File: src/rtl/bp_pkg.sv
`default_nettype none
// ============================================================================
//  Module      : bp_pkg
//  Description : Shared branch-predictor types, default widths and the gshare
//                index helper used by gshare_predictor_ckpt.
//  Revision    : 1.0 - initial parametrised gshare release
// ============================================================================
package bp_pkg;

    // Default configuration widths
    localparam int BP_XLEN     = 32;
    localparam int BP_GHR_BITS = 10;
    localparam int BP_IDX_BITS = 8;

    // Widest operands bp_index accepts; callers zero-extend into these
    localparam int BP_PC_MAX   = 64;
    localparam int BP_GHR_MAX  = 32;
    localparam int BP_IDX_MAX  = 16;

    // Resolve packet from the execute/retire branch path (default widths)
    typedef struct packed {
        logic                   valid;
        logic [BP_XLEN-1:0]     pc;
        logic [BP_GHR_BITS-1:0] ghist;
        logic                   taken;
        logic                   mispredict;
    } BP_RESOLVE_PACKET;

    // Speculative-history packet from ID
    typedef struct packed {
        logic valid;
        logic taken;
    } BP_SPEC_PACKET;

    // gshare index: pc[idx_bits+1:2] XOR folded history. History bits beyond
    // the supplied history width arrive as zeros, which gives the
    // zero-extension for short histories; bits above idx_bits are dropped.
    function automatic logic [BP_IDX_MAX-1:0] bp_index(
        input logic [BP_PC_MAX-1:0]  pc,
        input logic [BP_GHR_MAX-1:0] hist,
        input int                    idx_bits
    );
        logic [BP_IDX_MAX-1:0] r;
        r = '0;
        for (int b = 0; b < BP_IDX_MAX; b++) begin
            if (b < idx_bits) begin
                r[b] = pc[b+2] ^ hist[b];
            end
        end
        return r;
    endfunction

endpackage
`default_nettype wire

File: src/rtl/sat_counter_update.sv
`default_nettype none
// ============================================================================
//  Module      : sat_counter_update
//  Description : Combinational saturating up/down counter step.
//  Revision    : 1.0 - initial release
//  Ports       : ctr_i   - current counter value
//                taken_i - 1 increments, 0 decrements
//                next_o  - updated value, saturating at 0 and all-ones
// ============================================================================
module sat_counter_update #(
    parameter int CTR_BITS = 2
) (
    input  logic [CTR_BITS-1:0] ctr_i,
    input  logic                taken_i,
    output logic [CTR_BITS-1:0] next_o
);

    localparam logic [CTR_BITS-1:0] CTR_MAX = {CTR_BITS{1'b1}};

    always_comb begin
        next_o = ctr_i;
        if (taken_i) begin
            if (ctr_i != CTR_MAX) begin
                next_o = ctr_i + 1'b1;
            end
        end else if (ctr_i != '0) begin
            next_o = ctr_i - 1'b1;
        end
    end

endmodule
`default_nettype wire

File: src/rtl/gshare_predictor_ckpt.sv
`default_nettype none
// ============================================================================
//  Module      : gshare_predictor_ckpt
//  Description : N-lane gshare direction predictor with lane-ordered
//                speculative history, per-lane history checkpoints and a
//                multi-cycle table-initialisation sweep.
//  Revision    : 1.0 - initial release
//  Ports       : clock / reset          - clock, synchronous active-high reset
//                ready_o                - table initialised
//                lookup_pc_i            - fetch-group PCs, lane 0 oldest
//                pred_taken_o           - predicted direction per lane
//                pred_ghist_o           - history used per lane (checkpoint)
//                spec_valid_i/taken_i   - speculative history updates per lane
//                resolve_*_i            - resolved branches (train + recover)
// ============================================================================
module gshare_predictor_ckpt
    import bp_pkg::*;
#(
    parameter int N              = 3,
    parameter int XLEN           = BP_XLEN,
    parameter int GHR_BITS       = BP_GHR_BITS,
    parameter int IDX_BITS       = BP_IDX_BITS,
    parameter int CTR_BITS       = 2,
    parameter int INIT_CTR       = 2**(CTR_BITS-1),
    parameter int INIT_PER_CYCLE = 4
) (
    input  logic                  clock,
    input  logic                  reset,
    output logic                  ready_o,
    input  logic [N*XLEN-1:0]     lookup_pc_i,
    output logic [N-1:0]          pred_taken_o,
    output logic [N*GHR_BITS-1:0] pred_ghist_o,
    input  logic [N-1:0]          spec_valid_i,
    input  logic [N-1:0]          spec_taken_i,
    input  logic [N-1:0]          resolve_valid_i,
    input  logic [N*XLEN-1:0]     resolve_pc_i,
    input  logic [N*GHR_BITS-1:0] resolve_ghist_i,
    input  logic [N-1:0]          resolve_taken_i,
    input  logic [N-1:0]          resolve_mispredict_i
);

    localparam int                  DEPTH      = 2**IDX_BITS;
    localparam logic [CTR_BITS-1:0] INIT_VAL   = CTR_BITS'(INIT_CTR);
    localparam logic [IDX_BITS-1:0] PTR_STEP   = IDX_BITS'(INIT_PER_CYCLE);
    localparam logic [IDX_BITS-1:0] LAST_GROUP = IDX_BITS'(DEPTH - INIT_PER_CYCLE);

    typedef enum logic [0:0] {
        ST_INIT  = 1'b0,
        ST_READY = 1'b1
    } state_t;

    state_t              state_q, state_d;
    logic [IDX_BITS-1:0] init_ptr_q, init_ptr_d;
    logic [GHR_BITS-1:0] ghr_q, ghr_d;
    logic [CTR_BITS-1:0] table_q [DEPTH];

    logic [GHR_BITS-1:0] hist      [N+1];
    logic [IDX_BITS-1:0] lk_idx    [N];
    logic [IDX_BITS-1:0] res_idx   [N];
    logic [CTR_BITS-1:0] lane_next [N];
    logic                mp_any;
    logic [GHR_BITS-1:0] mp_hist;

    assign ready_o = (state_q == ST_READY);

    // Lane-ordered speculative history; spec bits are ignored until ready
    always_comb begin
        hist[0] = ghr_q;
        for (int i = 0; i < N; i++) begin
            hist[i+1] = hist[i];
            if (ready_o && spec_valid_i[i]) begin
                hist[i+1] = {hist[i][GHR_BITS-2:0], spec_taken_i[i]};
            end
        end
    end

    always_comb begin
        pred_taken_o = '0;
        pred_ghist_o = '0;
        for (int i = 0; i < N; i++) begin
            lk_idx[i]  = IDX_BITS'(bp_index(64'(lookup_pc_i[i*XLEN +: XLEN]),
                                            32'(hist[i]), IDX_BITS));
            res_idx[i] = IDX_BITS'(bp_index(64'(resolve_pc_i[i*XLEN +: XLEN]),
                                            32'(resolve_ghist_i[i*GHR_BITS +: GHR_BITS]),
                                            IDX_BITS));
            pred_taken_o[i] = ready_o & table_q[lk_idx[i]][CTR_BITS-1];
            pred_ghist_o[i*GHR_BITS +: GHR_BITS] = hist[i];
        end
    end

    // Training chain: each lane starts from the table value, or from the
    // result of the youngest older lane hitting the same entry this cycle.
    for (genvar i = 0; i < N; i++) begin : g_lane
        logic [CTR_BITS-1:0] src [i+1];
        logic [CTR_BITS-1:0] ctr_in;
        logic [CTR_BITS-1:0] ctr_next;

        assign src[0] = table_q[res_idx[i]];
        for (genvar j = 0; j < i; j++) begin : g_fwd
            assign src[j+1] = g_lane[j].ctr_next;
        end

        always_comb begin
            ctr_in = src[0];
            for (int j = 0; j < i; j++) begin
                if (resolve_valid_i[j] && (res_idx[j] == res_idx[i])) begin
                    ctr_in = src[j+1];
                end
            end
        end

        sat_counter_update #(
            .CTR_BITS (CTR_BITS)
        ) u_ctr (
            .ctr_i   (ctr_in),
            .taken_i (resolve_taken_i[i]),
            .next_o  (ctr_next)
        );

        assign lane_next[i] = ctr_next;
    end

    // Recovery history from the lowest mispredicting lane
    always_comb begin
        mp_any  = 1'b0;
        mp_hist = '0;
        for (int i = N-1; i >= 0; i--) begin
            if (resolve_valid_i[i] && resolve_mispredict_i[i]) begin
                mp_any  = 1'b1;
                mp_hist = {resolve_ghist_i[i*GHR_BITS +: GHR_BITS-1], resolve_taken_i[i]};
            end
        end
    end

    always_comb begin
        state_d    = state_q;
        init_ptr_d = init_ptr_q;
        ghr_d      = ghr_q;
        case (state_q)
            ST_INIT: begin
                ghr_d      = '0;
                init_ptr_d = init_ptr_q + PTR_STEP;
                if (init_ptr_q == LAST_GROUP) begin
                    state_d    = ST_READY;
                    init_ptr_d = '0;
                end
            end
            ST_READY: begin
                ghr_d = mp_any ? mp_hist : hist[N];
            end
            default: begin
                state_d = ST_INIT;
            end
        endcase
    end

    always_ff @(posedge clock) begin
        if (reset) begin
            state_q    <= ST_INIT;
            init_ptr_q <= '0;
            ghr_q      <= '0;
        end else begin
            state_q    <= state_d;
            init_ptr_q <= init_ptr_d;
            ghr_q      <= ghr_d;
        end
    end

    // Table has no reset: it is swept group by group while in INIT. Same-index
    // lanes write in lane order, so the youngest (accumulated) value lands.
    always_ff @(posedge clock) begin
        if (state_q == ST_INIT) begin
            for (int k = 0; k < INIT_PER_CYCLE; k++) begin
                table_q[init_ptr_q + IDX_BITS'(k)] <= INIT_VAL;
            end
        end else if (!reset) begin
            for (int i = 0; i < N; i++) begin
                if (resolve_valid_i[i]) begin
                    table_q[res_idx[i]] <= lane_next[i];
                end
            end
        end
    end

endmodule
`default_nettype wire

File: config.mk
export PLATFORM = sky130hd
export DESIGN_NAME = gshare_predictor_ckpt
export DESIGN_NICKNAME = d
export VERILOG_FILES = /design/src/rtl/bp_pkg.sv /design/src/rtl/sat_counter_update.sv /design/src/rtl/gshare_predictor_ckpt.sv
export SDC_FILE = /design/constraint.sdc
export NUM_CORES = 2
export LEC_CHECK = 0
export CAP_MARGIN = 25
export CELL_PAD_IN_SITES_DETAIL_PLACEMENT = 1
export CELL_PAD_IN_SITES_GLOBAL_PLACEMENT = 2
export CORE_ASPECT_RATIO = 0.7
export CORE_MARGIN = 2
export CORE_UTILIZATION = 24
export DETAILED_ROUTE_END_ITERATION = 8
export PLACE_DENSITY_LB_ADDON = 0.05
export REMOVE_ABC_BUFFERS = 1
export SYNTH_ARGS = -nofsm -noshare
export SYNTH_HDL_FRONTEND = slang
export SYNTH_SLANG_ARGS = --single-unit
File: constraint.sdc
create_clock -name clock -period 17.35 [get_ports clock]
set_input_delay 2.6025 -clock clock [delete_from_list [all_inputs] [get_ports clock]]
set_output_delay 2.6025 -clock clock [all_outputs]
set_load 0.02 [all_outputs]
==> qor.yml <==
grt_max_degree: 126
crit_type: "in -> out"
critical_path_required_ns: 14.75
async_flop_share_pct: 0
io_pins: 273
sw_frac_of_total_pct: 40.0
worstSetupEndpointType: "output pin"
start_util_pct: 24.2
hold_path.class: "reg -> reg"
crit_path_cell_trace: "clkdlybuf4s50_1, nand2_1, mux2i_1, xnor2_2, buf_4, buf_4, mux4_2, mux2_2, o211ai_1, o211ai_1, nand3_1, o311ai_0, o211a_1, clkdlybuf4s50_1"
ys_warn_count: 0
cp_num_buf_inv: 4
path_clk_slew_ns: 0.06
combPwrFrac_pct: 30.5
final_core_util_pct: 27.9
drive_above_1_share_pct: 20.0
fin_crit_sh_pct: 65.1
synth.area.top_cells: "mux4_2, edfxtp_1, dfxtp_1, nor2_1, nand2_1"
clock_sinks: 529
slew_violations: 0
synth_area_mm2: 0.0524
synth_seq_area_share_pct: 25.1
worstMarginPinSlew_ns: 1.18
dpl.hpwl_um: 281000
synth.avg_cell_area_um2: 8.90
coreArea_mm2: 0.217
grt_pass1_wl_um: 536000
wl_um: 410000
dr.first_iter.drc_count: 8750
grt_use_total_pct: 35.9
wire_per_inst_um: 46.6
crit_path_start_kind: "input port"
die_y_um: 395
post_cts_buffers: 0
max_stage_delay_ns: 0.76
worst_path_max_delay_cell: "buf_4"
seqPwrFrac_pct: 31.3
critPathTopFamily: "buffers and inverters"
synth-edff-count: 256
ctsResizeCount: 0
hold_viol: 0
fin_setup_tns_ns: 0
die_w_um: 563
synth_top_area_share_pct: 24.1
clockBufferDepth: 3
clk_latency_ns: 0.72
fillers: 24811
cts_hold_buf: 0
ys_ff_latch: 529
slew_headroom_pct: 21.3
path_max_fanout: 33
grt_pass1_vias: 53538
p_int_mw: 2.55
grt-ovfl-total: 0
finalCriticalPeriod_ns: 11.30
yosysUniqueCellTypes: 78
p_switching_mw: 1.70
cts_inserted_buffers: 75
area_growth_pct: 15.3
cts_root_buf: "clkbuf_16"
finalClockSkew_ns: 0.0498
p_per_area_mw_per_mm2: 70.3
syn_inst: 5894
antenna_found_initial: 50
nets: 6068
maxCapViolCount: 0
dieArea_mm2: 0.222
vdd.ir_drop.worst_mv: 0.0827
clockPowerShare_pct: 38.2
p_leak_nw: 19.4
drt-pass1-iter-count: 5
synth_ff_type: "dfxtp_1"
gp_congestion: 1.02
rows: 143
rsz0062_at_grt: "no"
drc: 0
status: "finished, final reports clean"
place.port_buffers: 125
postRouteAntennaNets: 0
synth_top_area_cell: "mux4_2"
setup_viol: 0
cp.arrival_ns: 8.70
routed_via_density: 6.61
cts_max_level: 3
cts_tree: "built"
route.vias.total: 58193
max_freq_mhz: 88.5
## metrics by stage
step	total power, mW	area, µm²	std cells	hold slack [ns]	setup WS (ns)
4_1_cts	4.21	60300	8775	0.639	6.17
3_5_place_dp	2.59	57900	8637	0.625	6.00
2_1_floorplan	1.95	50000	5346	0.552	0.546
3_3_place_gp	2.59	57800	8626	0.625	6.01
6_report	4.25	60500	8804	0.658	6.05
5_1_grt	4.29	60400	8786	0.689	5.91
## Yosys cell counts (all sizes together) (20+ instances only)
cell type and number:
a211oi 240, a21oi 500, a221oi 49, a22o 28, a22oi 86, a311oi 20, a31oi 139, and3 54
buf 143, clkbuf 405, dfxtp 273, edfxtp 256, mux2 101, mux2i 246, mux4 562, nand2 823
nand3 115, nand4 20, nor2 832, nor2b 27, nor3 41, nor4 36, o211ai 63, o21ai 310
o221ai 70, o22ai 137, o31ai 25, or3 43, xnor2 70, xor2 27
## final cells by class
cell class	count	area, µm²	area share, %
Antenna cell	19	47.5	0.0786
Clock buffer	109	2170	3.59
Clock inverter	29	190	0.315
Inverter	19	71.3	0.118
Multi-Input combinational cell	4798	37600	62.3
Sequential cell	529	13200	21.8
Tap cell	2900	3630	6.00
Timing Repair Buffer	401	3550	5.87
## registers in the layout, indices dropped and copies added, names as in the netlist
name / count
init_ptr_q: 6
table_q: 512
ghr_q: 10
ready_o: 1
## final timing paths
check                   from               to  slack, ns  cells past startpoint
max          spec_valid_i[0]  pred_taken_o[1]       6.05                     14
min            init_ptr_q[4]    init_ptr_q[4]       0.66                      2
min reg2reg    init_ptr_q[4]    init_ptr_q[4]       0.66                      2
max reg2reg  table_q[149][0]  table_q[209][0]      10.56                     14
## power groups by stage
stage | Sequential, mW | Clock, mW | Combinational [mW]
finish | 1.33 | 1.63 | 1.30
CTS | 1.33 | 1.64 | 1.24
floorplan | 1.34 | 0 | 0.607
detailed placement | 1.36 | 0 | 1.24
global route | 1.33 | 1.68 | 1.28
global placement | 1.36 | 0 | 1.23
## worst min-delay path, stage by stage, from the launching register on
cell and delay, ns:
dfxtp_1 0.38, xnor2_1 0.16, nor2_1 0.08
## placed cells by master (no fill, tap or decap), types with 13 or more instances in the layout
cell,instances
a31oi_1,136
a22oi_1,86
o21ai_0,299
diode_2,19
mux2i_1,246
a221oi_1,49
o211ai_1,63
buf_4,252
nand2_1,803
and3_1,54
edfxtp_1,256
nand4_1,20
a22o_1,28
o221ai_1,70
a211oi_1,240
xnor2_1,43
nor2_1,807
clkbuf_1,22
nor2b_1,26
xnor2_2,24
clkinv_2,13
o311ai_0,17
a21oi_1,498
xor2_1,15
clkdlybuf4s50_1,125
o31ai_1,22
dfxtp_1,273
inv_1,18
clkbuf_16,79
mux4_2,560
o22ai_1,128
nor4_1,32
mux2_2,101
a311oi_1,20
or3_1,43
nor3_1,40
nor2_4,13
nand3_1,111
## logic make-up after synthesis
| kind of cell | share of synthesized area (%) |
|---|---|
| buffers and inverters | 4.68 |
| DFF | 25.1 |
| adders and majority gates | 0.198 |
| xor gates and xnor gates | 1.73 |
| muxes | 31.0 |
| AOI/OAI and AO/OA | 21.3 |
| and+or+nand+nor | 16.0 |
## layer usage
| layer | GRT usage, % | vias to the layer above | part of all wire, % |
|---|---|---|---|
| met1 | 52.0 | 30685 | 45 |
| met3 | 11.0 | 714 | 11 |
| li1 | - | 22833 | - |
| met5 | 0 | - | 0.046 |
| met2 | 47.3 | 3933 | 39 |
| met4 | 17.1 | 28 | 5.4 |
Power figures use the tool's default switching activity.
